[config.mk]
export PLATFORM = sky130hd
export DESIGN_NAME = alu_share_arb_flat
export DESIGN_NICKNAME = d
export VERILOG_FILES = /design/src/rtl/alu_share_arb_if.sv /design/src/rtl/alu_share_arb.sv /design/src/flat_wrapper.sv
export SDC_FILE = /design/constraint.sdc
export NUM_CORES = 1
export LEC_CHECK = 0
export ABC_AREA = 0
export BUFFER_PORTS_ARGS = -buffer_cell sky130_fd_sc_hd__buf_4
export CELL_PAD_IN_SITES_DETAIL_PLACEMENT = 1
export CELL_PAD_IN_SITES_GLOBAL_PLACEMENT = 1
export CORE_MARGIN = 2
export CORE_UTILIZATION = 28
export CTS_CLUSTER_SIZE = 8
export DETAILED_ROUTE_END_ITERATION = 10
export PLACE_DENSITY_LB_ADDON = 0.1
export SETUP_SLACK_MARGIN = 0.5
export SYNTH_ARGS = -nofsm -noshare
export SYNTH_HDL_FRONTEND = slang
export SYNTH_SLANG_ARGS = --single-unit
[constraint.sdc]
create_clock -name clk -period 1.6 [get_ports clk]
set_clock_uncertainty 0.15 [all_clocks]
set_input_delay 0.08 -clock clk [delete_from_list [all_inputs] [get_ports clk]]
set_output_delay 0.08 -clock clk [all_outputs]
set_load 0.01 [all_outputs]
[src/rtl/alu_share_arb_if.sv]
// Bus bundle between the two ALU requesters, the shared ALU and the response consumer.
// The arbiter uses the slave view; requesters, ALU and consumer use the master view.
interface alu_share_arb_if #(
    parameter int DATA_W  = 32,
    parameter int FUNCT_W = 6,
    parameter int FLAG_W  = 5,
    parameter int CNT_W   = 16
);
    logic               req0_valid;
    logic               req0_ready;
    logic [DATA_W-1:0]  req0_op1;
    logic [DATA_W-1:0]  req0_op2;
    logic [FUNCT_W-1:0] req0_funct;

    logic               req1_valid;
    logic               req1_ready;
    logic [DATA_W-1:0]  req1_op1;
    logic [DATA_W-1:0]  req1_op2;
    logic [FUNCT_W-1:0] req1_funct;

    logic [DATA_W-1:0]  alu_op1;
    logic [DATA_W-1:0]  alu_op2;
    logic [FUNCT_W-1:0] alu_funct;
    logic [DATA_W:0]    alu_res;
    logic [FLAG_W-1:0]  alu_flags;

    logic               rsp_valid;
    logic               rsp_ready;
    logic [DATA_W:0]    rsp_res;
    logic [FLAG_W-1:0]  rsp_flags;
    logic               rsp_id;

    logic [CNT_W-1:0]   stat_grant0;
    logic [CNT_W-1:0]   stat_grant1;
    logic [CNT_W-1:0]   stat_conflict;

    modport slave (
        input  req0_valid, req0_op1, req0_op2, req0_funct,
        output req0_ready,
        input  req1_valid, req1_op1, req1_op2, req1_funct,
        output req1_ready,
        output alu_op1, alu_op2, alu_funct,
        input  alu_res, alu_flags,
        output rsp_valid, rsp_res, rsp_flags, rsp_id,
        input  rsp_ready,
        output stat_grant0, stat_grant1, stat_conflict
    );

    modport master (
        output req0_valid, req0_op1, req0_op2, req0_funct,
        input  req0_ready,
        output req1_valid, req1_op1, req1_op2, req1_funct,
        input  req1_ready,
        input  alu_op1, alu_op2, alu_funct,
        output alu_res, alu_flags,
        input  rsp_valid, rsp_res, rsp_flags, rsp_id,
        output rsp_ready,
        input  stat_grant0, stat_grant1, stat_conflict
    );
endinterface

[src/rtl/alu_share_arb.sv]
// Round-robin arbiter/sequencer for the shared ALU: grant, register operands, capture result, hold response.
// Optional grant/conflict statistics counters are enabled with macro ALU_ARB_STATS_EN.
//
//   state  | meaning
//   IDLE   | waiting for a request; grant computed combinationally
//   EXEC   | ALU evaluating registered operands; result captured at the edge
//   RESP   | response held until rsp_ready
module alu_share_arb #(
    parameter int DATA_W  = 32,
    parameter int FUNCT_W = 6,
    parameter int FLAG_W  = 5,
    parameter int CNT_W   = 16
) (
    input logic            clk,
    input logic            rst,
    alu_share_arb_if.slave bus
);
    typedef enum logic [1:0] {
        S_IDLE = 2'd0,
        S_EXEC = 2'd1,
        S_RESP = 2'd2
    } state_t;

    state_t             state_q, state_d;
    logic               last_grant_q, last_grant_d;
    logic               id_q, id_d;
    logic [DATA_W-1:0]  alu_op1_q, alu_op1_d;
    logic [DATA_W-1:0]  alu_op2_q, alu_op2_d;
    logic [FUNCT_W-1:0] alu_funct_q, alu_funct_d;
    logic               rsp_valid_q, rsp_valid_d;
    logic [DATA_W:0]    rsp_res_q, rsp_res_d;
    logic [FLAG_W-1:0]  rsp_flags_q, rsp_flags_d;
    logic               rsp_id_q, rsp_id_d;

    logic grant0, grant1;
    logic ready0, ready1;
    logic hs0, hs1;

    // With both valid, the requester that did not win last time is granted.
    assign grant0 = bus.req0_valid && (!bus.req1_valid || last_grant_q);
    assign grant1 = bus.req1_valid && (!bus.req0_valid || !last_grant_q);

    assign ready0 = !rst && (state_q == S_IDLE) && grant0;
    assign ready1 = !rst && (state_q == S_IDLE) && grant1;
    assign hs0    = ready0 && bus.req0_valid;
    assign hs1    = ready1 && bus.req1_valid;

    always_ff @(posedge clk) begin
        if (rst) begin
            state_q      <= S_IDLE;
            last_grant_q <= 1'b1;
            id_q         <= 1'b0;
            alu_op1_q    <= '0;
            alu_op2_q    <= '0;
            alu_funct_q  <= '0;
            rsp_valid_q  <= 1'b0;
            rsp_res_q    <= '0;
            rsp_flags_q  <= '0;
            rsp_id_q     <= 1'b0;
        end else begin
            state_q      <= state_d;
            last_grant_q <= last_grant_d;
            id_q         <= id_d;
            alu_op1_q    <= alu_op1_d;
            alu_op2_q    <= alu_op2_d;
            alu_funct_q  <= alu_funct_d;
            rsp_valid_q  <= rsp_valid_d;
            rsp_res_q    <= rsp_res_d;
            rsp_flags_q  <= rsp_flags_d;
            rsp_id_q     <= rsp_id_d;
        end
    end

    always_comb begin
        state_d      = state_q;
        last_grant_d = last_grant_q;
        id_d         = id_q;
        alu_op1_d    = alu_op1_q;
        alu_op2_d    = alu_op2_q;
        alu_funct_d  = alu_funct_q;
        rsp_valid_d  = rsp_valid_q;
        rsp_res_d    = rsp_res_q;
        rsp_flags_d  = rsp_flags_q;
        rsp_id_d     = rsp_id_q;

        case (state_q)
            S_IDLE: begin
                if (hs0) begin
                    alu_op1_d    = bus.req0_op1;
                    alu_op2_d    = bus.req0_op2;
                    alu_funct_d  = bus.req0_funct;
                    id_d         = 1'b0;
                    last_grant_d = 1'b0;
                    state_d      = S_EXEC;
                end else if (hs1) begin
                    alu_op1_d    = bus.req1_op1;
                    alu_op2_d    = bus.req1_op2;
                    alu_funct_d  = bus.req1_funct;
                    id_d         = 1'b1;
                    last_grant_d = 1'b1;
                    state_d      = S_EXEC;
                end
            end
            S_EXEC: begin
                rsp_res_d   = bus.alu_res;
                rsp_flags_d = bus.alu_flags;
                rsp_id_d    = id_q;
                rsp_valid_d = 1'b1;
                state_d     = S_RESP;
            end
            S_RESP: begin
                if (rsp_valid_q && bus.rsp_ready) begin
                    rsp_valid_d = 1'b0;
                    state_d     = S_IDLE;
                end
            end
            default: begin
                state_d = S_IDLE;
            end
        endcase
    end

    assign bus.req0_ready = ready0;
    assign bus.req1_ready = ready1;
    assign bus.alu_op1    = alu_op1_q;
    assign bus.alu_op2    = alu_op2_q;
    assign bus.alu_funct  = alu_funct_q;
    assign bus.rsp_valid  = rsp_valid_q;
    assign bus.rsp_res    = rsp_res_q;
    assign bus.rsp_flags  = rsp_flags_q;
    assign bus.rsp_id     = rsp_id_q;

`ifdef ALU_ARB_STATS_EN
    logic [CNT_W-1:0] stat_grant0_q, stat_grant0_d;
    logic [CNT_W-1:0] stat_grant1_q, stat_grant1_d;
    logic [CNT_W-1:0] stat_conflict_q, stat_conflict_d;

    always_comb begin
        stat_grant0_d   = stat_grant0_q;
        stat_grant1_d   = stat_grant1_q;
        stat_conflict_d = stat_conflict_q;
        if (hs0) begin
            stat_grant0_d = stat_grant0_q + CNT_W'(1);
        end
        if (hs1) begin
            stat_grant1_d = stat_grant1_q + CNT_W'(1);
        end
        if ((state_q == S_IDLE) && bus.req0_valid && bus.req1_valid) begin
            stat_conflict_d = stat_conflict_q + CNT_W'(1);
        end
    end

    always_ff @(posedge clk) begin
        if (rst) begin
            stat_grant0_q   <= '0;
            stat_grant1_q   <= '0;
            stat_conflict_q <= '0;
        end else begin
            stat_grant0_q   <= stat_grant0_d;
            stat_grant1_q   <= stat_grant1_d;
            stat_conflict_q <= stat_conflict_d;
        end
    end

    assign bus.stat_grant0   = stat_grant0_q;
    assign bus.stat_grant1   = stat_grant1_q;
    assign bus.stat_conflict = stat_conflict_q;
`else
    assign bus.stat_grant0   = '0;
    assign bus.stat_grant1   = '0;
    assign bus.stat_conflict = '0;
`endif
endmodule

[src/flat_wrapper.sv]
// flat-port wrapper written by rule: the top's interface ports become plain ports
module alu_share_arb_flat 
#(
    parameter int DATA_W  = 32,
    parameter int FUNCT_W = 6,
    parameter int FLAG_W  = 5,
    parameter int CNT_W   = 16
)
  (clk, rst, bus_req0_valid, bus_req0_op1, bus_req0_op2, bus_req0_funct, bus_req0_ready, bus_req1_valid, bus_req1_op1, bus_req1_op2, bus_req1_funct, bus_req1_ready, bus_alu_op1, bus_alu_op2, bus_alu_funct, bus_alu_res, bus_alu_flags, bus_rsp_valid, bus_rsp_res, bus_rsp_flags, bus_rsp_id, bus_rsp_ready, bus_stat_grant0, bus_stat_grant1, bus_stat_conflict);
  alu_share_arb_if #(.DATA_W(DATA_W), .FUNCT_W(FUNCT_W), .FLAG_W(FLAG_W), .CNT_W(CNT_W)) bus_i ();
  input logic clk;
  input logic rst;
  input wire logic [$bits(bus_i.req0_valid)-1:0] bus_req0_valid;
  input wire logic [$bits(bus_i.req0_op1)-1:0] bus_req0_op1;
  input wire logic [$bits(bus_i.req0_op2)-1:0] bus_req0_op2;
  input wire logic [$bits(bus_i.req0_funct)-1:0] bus_req0_funct;
  output wire logic [$bits(bus_i.req0_ready)-1:0] bus_req0_ready;
  input wire logic [$bits(bus_i.req1_valid)-1:0] bus_req1_valid;
  input wire logic [$bits(bus_i.req1_op1)-1:0] bus_req1_op1;
  input wire logic [$bits(bus_i.req1_op2)-1:0] bus_req1_op2;
  input wire logic [$bits(bus_i.req1_funct)-1:0] bus_req1_funct;
  output wire logic [$bits(bus_i.req1_ready)-1:0] bus_req1_ready;
  output wire logic [$bits(bus_i.alu_op1)-1:0] bus_alu_op1;
  output wire logic [$bits(bus_i.alu_op2)-1:0] bus_alu_op2;
  output wire logic [$bits(bus_i.alu_funct)-1:0] bus_alu_funct;
  input wire logic [$bits(bus_i.alu_res)-1:0] bus_alu_res;
  input wire logic [$bits(bus_i.alu_flags)-1:0] bus_alu_flags;
  output wire logic [$bits(bus_i.rsp_valid)-1:0] bus_rsp_valid;
  output wire logic [$bits(bus_i.rsp_res)-1:0] bus_rsp_res;
  output wire logic [$bits(bus_i.rsp_flags)-1:0] bus_rsp_flags;
  output wire logic [$bits(bus_i.rsp_id)-1:0] bus_rsp_id;
  input wire logic [$bits(bus_i.rsp_ready)-1:0] bus_rsp_ready;
  output wire logic [$bits(bus_i.stat_grant0)-1:0] bus_stat_grant0;
  output wire logic [$bits(bus_i.stat_grant1)-1:0] bus_stat_grant1;
  output wire logic [$bits(bus_i.stat_conflict)-1:0] bus_stat_conflict;
  assign bus_i.req0_valid = bus_req0_valid;
  assign bus_i.req0_op1 = bus_req0_op1;
  assign bus_i.req0_op2 = bus_req0_op2;
  assign bus_i.req0_funct = bus_req0_funct;
  assign bus_req0_ready = bus_i.req0_ready;
  assign bus_i.req1_valid = bus_req1_valid;
  assign bus_i.req1_op1 = bus_req1_op1;
  assign bus_i.req1_op2 = bus_req1_op2;
  assign bus_i.req1_funct = bus_req1_funct;
  assign bus_req1_ready = bus_i.req1_ready;
  assign bus_alu_op1 = bus_i.alu_op1;
  assign bus_alu_op2 = bus_i.alu_op2;
  assign bus_alu_funct = bus_i.alu_funct;
  assign bus_i.alu_res = bus_alu_res;
  assign bus_i.alu_flags = bus_alu_flags;
  assign bus_rsp_valid = bus_i.rsp_valid;
  assign bus_rsp_res = bus_i.rsp_res;
  assign bus_rsp_flags = bus_i.rsp_flags;
  assign bus_rsp_id = bus_i.rsp_id;
  assign bus_i.rsp_ready = bus_rsp_ready;
  assign bus_stat_grant0 = bus_i.stat_grant0;
  assign bus_stat_grant1 = bus_i.stat_grant1;
  assign bus_stat_conflict = bus_i.stat_conflict;
  alu_share_arb #(.DATA_W(DATA_W), .FUNCT_W(FUNCT_W), .FLAG_W(FLAG_W), .CNT_W(CNT_W)) u_core (.clk(clk), .rst(rst), .bus(bus_i));
endmodule
After elaboration in Yosys (flattened, before gate mapping)
Cells that the tools add are included.
{"block": "word_totals", "ff_bits": 114, "input_bits": 183, "out_inout_bits": 160, "word_cells": 48}
{"block": "classes", "eq_ne": 4, "muxes": 14, "reduce_logical": 20}
{"operator": "$mux W32", "count": 4}
{"operator": "$mux W6", "count": 2}
{"operator": "$logic_and A1 B1 Y1", "count": 8}
{"operator": "$mux W2", "count": 3}
{"operator": "$pmux W2 S3", "count": 1}
{"operator": "$reduce_and A2 Y1", "count": 3}
{"operator": "$logic_not A1 Y1", "count": 4}
{"operator": "$reduce_bool A2 Y1", "count": 2}
{"operator": "$mux W1", "count": 3}
{"operator": "$ne A3 B1 Y1 const B", "count": 1}
{"operator": "$eq A2 B1 Y1 const B", "count": 1}
{"operator": "$eq A2 B2 Y1 const B", "count": 1}
{"operator": "$logic_not A2 Y1", "count": 1}
{"operator": "$logic_or A1 B1 Y1", "count": 2}
{"operator": "$ne A2 B1 Y1 const B", "count": 1}
{"operator": "$pmux W1 S2", "count": 1}

Logic depth before layout (Yosys ltp)
Gate-level depths: netlist (run 1).
{"block": "logic_depth", "word_depth": 8, "depth_mapped": 7, "mapped_depth_nobuf": 3}

Worst setup path after synthesis (run 1)
No wires, ideal clock.
{"block": "synth_path", "path_type": "register to register", "startpoint": "register u_core.state_q[1]", "endpoint": "register u_core.id_q", "setup_ns": 0.141, "arrival_ns": 1.395, "required_time_ns": 1.309, "setup_slack_ns": -0.086, "path_stages_with_launch": 6, "n_path_buf": 2, "period_less_slack_ns": 1.686, "cell_sequence": "dfxtp_1 -> or3_1 -> buf_2 -> buf_6 -> nor3_2 -> nor3_1"}
{"block": "synth_via", "elab_chain_len": 6, "elab_cells_between_ends": 9, "classes_between": "mux (1); reduce/logical (8)"}
{"element": "start, declared", "line_no": "alu_share_arb.sv:24", "rtl": "state_t state_q, state_d;"}
{"element": "start signal, assigned", "line_no": "alu_share_arb.sv:61", "rtl": "state_q <= state_d;"}
{"element": "$logic_not A2 Y1 *", "line_no": "alu_share_arb.sv:43", "rtl": "assign ready0 = !rst && (state_q == S_IDLE) && grant0;"}
{"element": "$logic_and A1 B1 Y1 * (2 in series)", "line_no": "alu_share_arb.sv:43"}
{"element": "named net bus_req0_ready", "line_no": "flat_wrapper.sv:17", "rtl": "output wire logic [$bits(bus_i.req0_ready)-1:0] bus_req0_ready;"}
{"element": "$logic_and A1 B1 Y1 *", "line_no": "alu_share_arb.sv:45", "rtl": "assign hs0 = ready0 && bus.req0_valid;"}
{"element": "$reduce_bool A2 Y1 (no source line)"}
{"element": "$reduce_and A2 Y1 (no source line)"}
{"element": "end signal, assigned", "line_no": "alu_share_arb.sv:63", "rtl": "id_q <= id_d;"}
{"element": "end, declared", "line_no": "alu_share_arb.sv:26", "rtl": "logic id_q, id_d;"}
Mark *: on every way through the listed nets, which the timed path passes. The rest lies on a longest branch.
A chain may end at the register's enable or synchronous reset.

Worst setup path in the final report (run 1)
{"block": "layout_path", "startpoint": "register u_core.state_q[1]", "endpoint": "register u_core.alu_op2_q[23], in the netlist u_core.bus.alu_op2[23]"}
{"block": "layout_via", "elab_chain_len": 6, "elab_cells_between_ends": 9, "classes_between": "mux (1); reduce/logical (8)"}
{"element": "$logic_not A2 Y1 *", "line_no": "alu_share_arb.sv:43, alu_share_arb.sv:44, alu_share_arb.sv:86"}
{"element": "$logic_and A1 B1 Y1", "line_no": "alu_share_arb.sv:43, alu_share_arb.sv:44"}
{"element": "$logic_and A1 B1 Y1 (on tied branches)", "line_no": "alu_share_arb.sv:44, alu_share_arb.sv:43"}
{"element": "$logic_and A1 B1 Y1 (on tied branches)", "line_no": "alu_share_arb.sv:46, alu_share_arb.sv:45"}
{"element": "$reduce_bool A2 Y1 (no source line)"}
{"element": "$reduce_and A2 Y1 (no source line)"}
{"element": "end signal, assigned", "line_no": "alu_share_arb.sv:65", "rtl": "alu_op2_q <= alu_op2_d;"}
{"element": "end, declared", "line_no": "alu_share_arb.sv:28", "rtl": "logic [DATA_W-1:0] alu_op2_q, alu_op2_d;"}
Every way passes the cells marked *; elsewhere a longest branch is shown, timed or not.

==> metrics, run 1 <==
first-pass GRT wire length about 43,000 um; Sw Share 0.2902; Root Buffer clkbuf_16; EDFF count, synth 0; Longest Clk Path Bufs 2; largest area contributor in the netlist dfxtp_1; final hold slack -251.1 ps; Slew Viols, Final 0; routed length per instance roughly 22 um; GPL Wtd Cong approximately 0.8; Seq/Total Area, Yosys 0.3930; R2R setup slack -240 ps; DR DRC count 0; most common cell in the netlist dfxtp_1; Post-Synthesis Cells just under 700; Worst-Skew Late Latency slightly above 400 ps; cells on worst reg2reg path 5; Synth top area share 0.3930; via count 7,530; initial cell density of the core 0.2861; synthesized flop and latch total 114; Synth Warn # 0; XOR/XNOR Fraction of Synth Area 0; Slew @ Worst Pin roughly 630 ps; met1 global-route usage 0.2898; Die H 148.0 um; most frequent cells after synthesis dfxtp_1 (114), a21oi_1 (110), nand2_1 (80); busiest grt layer met2; Combinational Power Share 0.311; Async SR Flop Fraction 0; GR Util All Layers 0.2472; clock power share 0.390; WP data required around 1700 ps; Pwr Total between 10,000 and 15,000 uW; Synth area leaders dfxtp_1 (39%), a21oi_1 (9.5%), a311oi_1 (8.9%), o31ai_1 (7.6%), nand4_1 (7.5%); fin nets roughly 1,300; FILL cells 2,202; initial antenna violation count 3; final wirelength 31,240 um; critical path launch point type flip-flop; vias per cell 5.251; share of cells above drive strength 1 0.5000; critical path class flip-flop to flip-flop; Post-Syn Area around 0.0058 mm^2; compound-cell area share of the yosys netlist 0.3154; Clk pin slew, worst setup/hold paths ~50 ps; DP HPWL between 15,000 and 20,000 um; syn avg cell area ~8.6 um^2; io pins about 340; PwrDens between 900 and 1000 mW/mm^2; Max-Cap Viols 0; IR Drop Worst-Case VDD 712.2 uV; Post-Synth Simple-Gate Area 0.1454; CP arrival about 2000 ps; Post-Synth Adder-Cell Area 0; Distinct cells, synth 29; CTS tree done; P_sw between 3000 and 4000 uW; total grt overflow 0; clock sinks between 100 and 150; # port buffers between 200 and 300; Int Power around 8000 uW; setup violators final between 70 and 80; post-route ant nets 0; worst hold path type input pin to flip-flop; vias in the first global route 7,776; CTS buffer count 17; sequential share of power 0.300; DR pass1 iterations 5; mux share of post-synthesis cell area 0; Core ar. 0.02030 mm^2; CTS Hold Bufs 180; die area 0.02191 mm^2; met3 Resource Use GR 0.05895; final critical-path share of the clock period 1.150; die width about 150 um; Fmax 0.5435 GHz; minimum clock period 1840 ps; endpoints failing hold 1; RSZ-0062 raised after global routing true; CP endpoint kind flip-flop; failing checks negative hold slack, negative setup slack; largest net degree at the start of global routing between 100 and 150; outcome finished with violations; # rows 52; Area growth syn-to-layout 108.5%; Static Leak slightly below 0.005 uW; M2 GR Usage 0.4345; fin worst setup slack -240.0 ps; CTS HTree Levels 4; dpl ws -68.22 ps; hold path cells 2; main combinational cell family by area after synthesis compound AO/OA/AOI/OAI gates; slew margin rel. 0.5795; 1st-iter DRT viols around 360; CP max FO 17; commonest register cell after synthesis dfxtp_1
-- worst paths after layout --
| check | endpoint | start |
|---|---|---|
| max | u_core.bus.alu_op2[23]$_SDFFE_PP0P_ | u_core.state_q[1]$_SDFFE_PP0P_ |
| min | u_core.state_q[1]$_SDFFE_PP0P_ | rst |
| max reg2reg | u_core.bus.alu_op2[23]$_SDFFE_PP0P_ | u_core.state_q[1]$_SDFFE_PP0P_ |
| min reg2reg | u_core.bus.rsp_res[27]$_SDFFE_PP0P_ | u_core.bus.rsp_res[27]$_SDFFE_PP0P_ |
-- layout by cell type (no fill, tap or decap), types with 4 or more instances in the layout --
| master | n |
|---|---|
| buf_4 | 241 |
| dlygate4sd3_1 | 180 |
| a21oi_1 | 110 |
| buf_6 | 97 |
| dfxtp_2 | 90 |
| nand2_1 | 80 |
| nand4_1 | 70 |
| a311oi_1 | 58 |
| o31ai_2 | 53 |
| conb_1 | 48 |
| dfxtp_1 | 24 |
| clkbuf_16 | 22 |
| buf_12 | 18 |
| o31ai_4 | 16 |
| a311oi_2 | 12 |
| bufinv_16 | 6 |
| buf_16 | 5 |
| diode_2 | 4 |
| clkinv_2 | 4 |
-- stage by stage --
stage / cells / setup TNS (ps) / hold slack (ps) / util / cell area [um^2]
final: 1434 / -9846 / -251.1 / 0.5965 / 12110
after detailed placement: 1174 / -829.9 / 174.9 / 0.4065 / 8252
after global placement: 1174 / 0 / 163.5 / 0.4065 / 8252
after floorplan: 720 / 0 / 65.98 / - / 6177
after CTS: 1392 / -9023 / -262.6 / 0.5472 / 11110
after global routing: 1433 / -13720 / -249.6 / 0.5963 / 12110
-- cells by family after synthesis --
kind of cell | count (synthesis)
buffers and inverters | 140
flip-flops | 114
AO/OA/AOI/OAI | 253
AND/OR/NAND/NOR | 165
other | 1
-- routing by layer --
| metal | routed length, um | part of all wire |
|---|---|---|
| met1 | 12140 | 0.39 |
| met2 | 16210 | 0.52 |
| met3 | 1876 | 0.060 |
| met4 | 1014 | 0.032 |
| met5 | 0 | 0 |
-- worst max-delay path, stage by stage (launching register included) --
cell      delay [ps]
dfxtp_2          340
or3_4            420
buf_12           140
buf_4            240
o31ai_2          260
a311oi_1         130
-- cell type report --
| cell class | instances | area (um^2) | area share |
|---|---|---|---|
| antenna | 4 | 10.01 | 0.0008267 |
| clock buffer | 21 | 460.4 | 0.03803 |
| clock inverter | 10 | 203.9 | 0.01684 |
| inverter | 1 | 5.005 | 0.0004133 |
| multi-input combinational | 466 | 3339 | 0.2758 |
| sequential | 114 | 2395 | 0.1978 |
| tap | 270 | 337.8 | 0.02790 |
| timing repair buffer | 548 | 5356 | 0.4424 |
-- flip-flops by register name, summed over array words and instances (netlist names) --
| signal | count |
|---|---|
| u_core.bus.rsp_res | 33 |
| u_core.bus.alu_op1 | 32 |
| u_core.bus.alu_op2 | 32 |
| u_core.bus.alu_funct | 6 |
| u_core.bus.rsp_flags | 5 |
| u_core.state_q | 2 |
| u_core.bus.rsp_id | 1 |
| u_core.bus.rsp_valid | 1 |
| u_core.id_q | 1 |
| u_core.last_grant_q | 1 |
-- power groups by stage --
stage          sequential [uW]  clock (uW)  combinational, uW
3_5_place_dp              3330           0               2400
6_report                  3370        4380               3490
2_1_floorplan             3420           0               1270
4_1_cts                   3290        4440               2960
3_3_place_gp              3330           0               2350
5_1_grt                   3390        4580               3700
-- what timing repair did --
| item | CTS | global route |
|---|---|---|
| setup endpoints to repair | 225 | 226 |
| pin swaps | 6 | 5 |
| resized for setup | 72 | 188 |
| cloned | 3 | 9 |
| setup buffers | 4 | 29 |
| hold endpoints to repair | 112 | 1 |
Power figures use the tool's default switching activity.
==> run 2: changes to the inputs <==
CTS_BUF_LIST = sky130_fd_sc_hd__clkbuf_8 sky130_fd_sc_hd__clkbuf_16   (was not set)
==> metrics, run 2 (synthesis results as in run 1) <==
vias in the first global route 7,776 (unchanged); clock power share 0.389 (was 0.390); endpoints failing hold 1 (unchanged); fin nets 1,331 (unchanged); sequential share of power 0.300 (about the same); setup TNS -9755 ps (was -9846 ps); outcome finished with violations (unchanged); Core ar. 0.02030 mm^2 (unchanged); routed length per instance 21.73 um (was 21.78 um); WP data required 1710 ps (about the same); 1st-iter DRT viols 374 (was 358); hold path start rst (unchanged); GPL Wtd Cong 0.7909 (unchanged); Crit-path slowest cell or3_4 (unchanged); setup violators final 72 (unchanged); # rows 52 (unchanged); DR DRC count 0 (unchanged); DP HPWL 16,250 um (unchanged); Fmax 0.5463 GHz (was 0.5435 GHz); CTS buffer count 17 (unchanged); commonest non-fill, non-tap cells in the layout buf_4 (241), dlygate4sd3_1 (180), a21oi_1 (110) (unchanged); Max-Cap Viols 0 (unchanged); Longest Clk Path Bufs 2 (unchanged); Area growth syn-to-layout 108.5% (unchanged); RSZ-0062 raised after global routing true (unchanged); via count 7,497 (was 7,530); placed cell area 0.008252 mm^2 (unchanged); worst path cell trace or3_4 -> buf_12 -> buf_4 -> o31ai_2 -> a311oi_1 (unchanged); Combinational Power Share 0.311 (about the same); critical path launch point type flip-flop (unchanged); io pins 343 (unchanged); minimum clock period 1831 ps (was 1840 ps); PwrDens 926.7 mW/mm^2 (was 928.1 mW/mm^2); die area 0.02191 mm^2 (unchanged); initial antenna violation count 3 (unchanged); fin area 0.01211 mm^2 (unchanged); Worst R2R Start u_core.state_q[1]$_SDFFE_PP0P_ (unchanged); worst setup path startpoint u_core.state_q[1]$_SDFFE_PP0P_ (unchanged); Int Power 7964 uW (was 7976 uW); CTS tree done (unchanged); Pwr Total 11,220 uW (was 11,240 uW); first-pass GRT wire length 43,040 um (unchanged); final hold slack -249.9 ps (was -251.1 ps); Sw Share 0.2902 (about the same); total grt overflow 0 (unchanged); final critical-path share of the clock period 1.144 (was 1.150); slew margin rel. 0.5859 (was 0.5795); most common cell after layout, fill and taps aside buf_4 (unchanged); Worst-Skew Late Latency 410 ps (about the same); Clk pin slew, worst setup/hold paths 50 ps (about the same); Die H 148.0 um (unchanged); Root Buffer clkbuf_16 (unchanged); Crit path largest cell delay 420 ps (about the same); failing checks negative hold slack, negative setup slack (unchanged); CTS HTree Levels 4 (unchanged); die width 148.0 um (unchanged); IR Drop Worst-Case VDD 710.1 uV (was 712.2 uV); vias per cell 5.228 (was 5.251); Slew @ Worst Pin 621.2 ps (was 630.7 ps); CP endpoint kind flip-flop (unchanged); initial cell density of the core 0.2861 (unchanged); share of cells above drive strength 1 0.5000 (unchanged); largest net degree at the start of global routing 113 (unchanged); final wirelength 31,170 um (was 31,240 um); worst hold path type input pin to flip-flop (unchanged); fin worst setup slack -230.5 ps (was -240.0 ps); CTS Hold Bufs 180 (unchanged); DR pass1 iterations 5 (unchanged); post-route ant nets 0 (unchanged); GR Util All Layers 0.2472 (unchanged); P_sw 3256 uW (was 3261 uW); CP max FO 17 (unchanged); Slew Viols, Final 0 (unchanged); clock sinks 114 (unchanged); CP arrival 1940 ps (was 1950 ps); critical path class flip-flop to flip-flop (unchanged); Static Leak 0.004889 uW (was 0.004881 uW); # port buffers 294 (unchanged); max reg flops 33 (unchanged)
[run 2: final cells by class]
cell class,instances,area (um^2)
Timing Repair Buffer,548,5356
Clock buffer,19,452.9
Sequential cell,114,2395
Antenna cell,4,10.01
Tap cell,270,337.8
Clock inverter,12,211.5
Fill cell,2202,8192
Multi-Input combinational cell,466,3339
Inverter,1,5.005
[run 2: metrics by stage]
| stage | std cells | setup slack (ps) | hold slack, ps | utilization |
|---|---|---|---|---|
| 2_1_floorplan | 720 | 52.14 | 65.98 | - |
| 3_3_place_gp | 1174 | 1.202 | 163.5 | 0.4065 |
| 3_5_place_dp | 1174 | -68.22 | 174.9 | 0.4065 |
| 4_1_cts | 1392 | -238.1 | -262.6 | 0.5472 |
| 5_1_grt | 1433 | -273.8 | -249.6 | 0.5963 |
| 6_report | 1434 | -230.5 | -249.9 | 0.5965 |
[run 2: repair_timing]
action | 4_1_cts | 5_1_grt
endpoints found under the hold margin | 112 | 1
gates cloned | 3 | 9
setup endpoints to repair | 225 | 226
pin swaps | 6 | 5
buffers inserted | 4 | 29
resized for setup | 72 | 188
[run 2: worst max-delay path: cells and delay by family, from the launching register on]
| kind | cells | cell delay (ps) |
|---|---|---|
| AO/OA/AOI/OAI | 2 | 390 |
| buffers and inverters | 2 | 370 |
| AND/OR/NAND/NOR | 1 | 420 |
| flip-flops | 1 | 340 |
[run 2: power groups by stage]
stage	sequential (uW)	clock [uW]	combinational [uW]
final	3370	4360	3490
after global routing	3390	4570	3700
after CTS	3290	4430	2960
after detailed placement	3330	0	2400
after global placement	3330	0	2350
after floorplan	3420	0	1270
[run 2: final timing paths]
kind                                               to  slack [ps]  depth (start not counted)
setup / recovery  u_core.bus.alu_op2[23]$_SDFFE_PP0P_        -230                          5
setup reg to reg  u_core.bus.alu_op2[23]$_SDFFE_PP0P_        -230                          5
hold / removal         u_core.state_q[1]$_SDFFE_PP0P_        -250                          2
hold reg to reg   u_core.bus.rsp_res[27]$_SDFFE_PP0P_         310                          2
[run 2: per-layer routing]
layer  global-route usage  routed length (um)  vias up
met5                    0                   0        -
met4              0.09762                1022        0
met3              0.05895                1905       70
met2               0.4345               16150      344
met1               0.2898               12080     3646
li1                     -                   -     3437
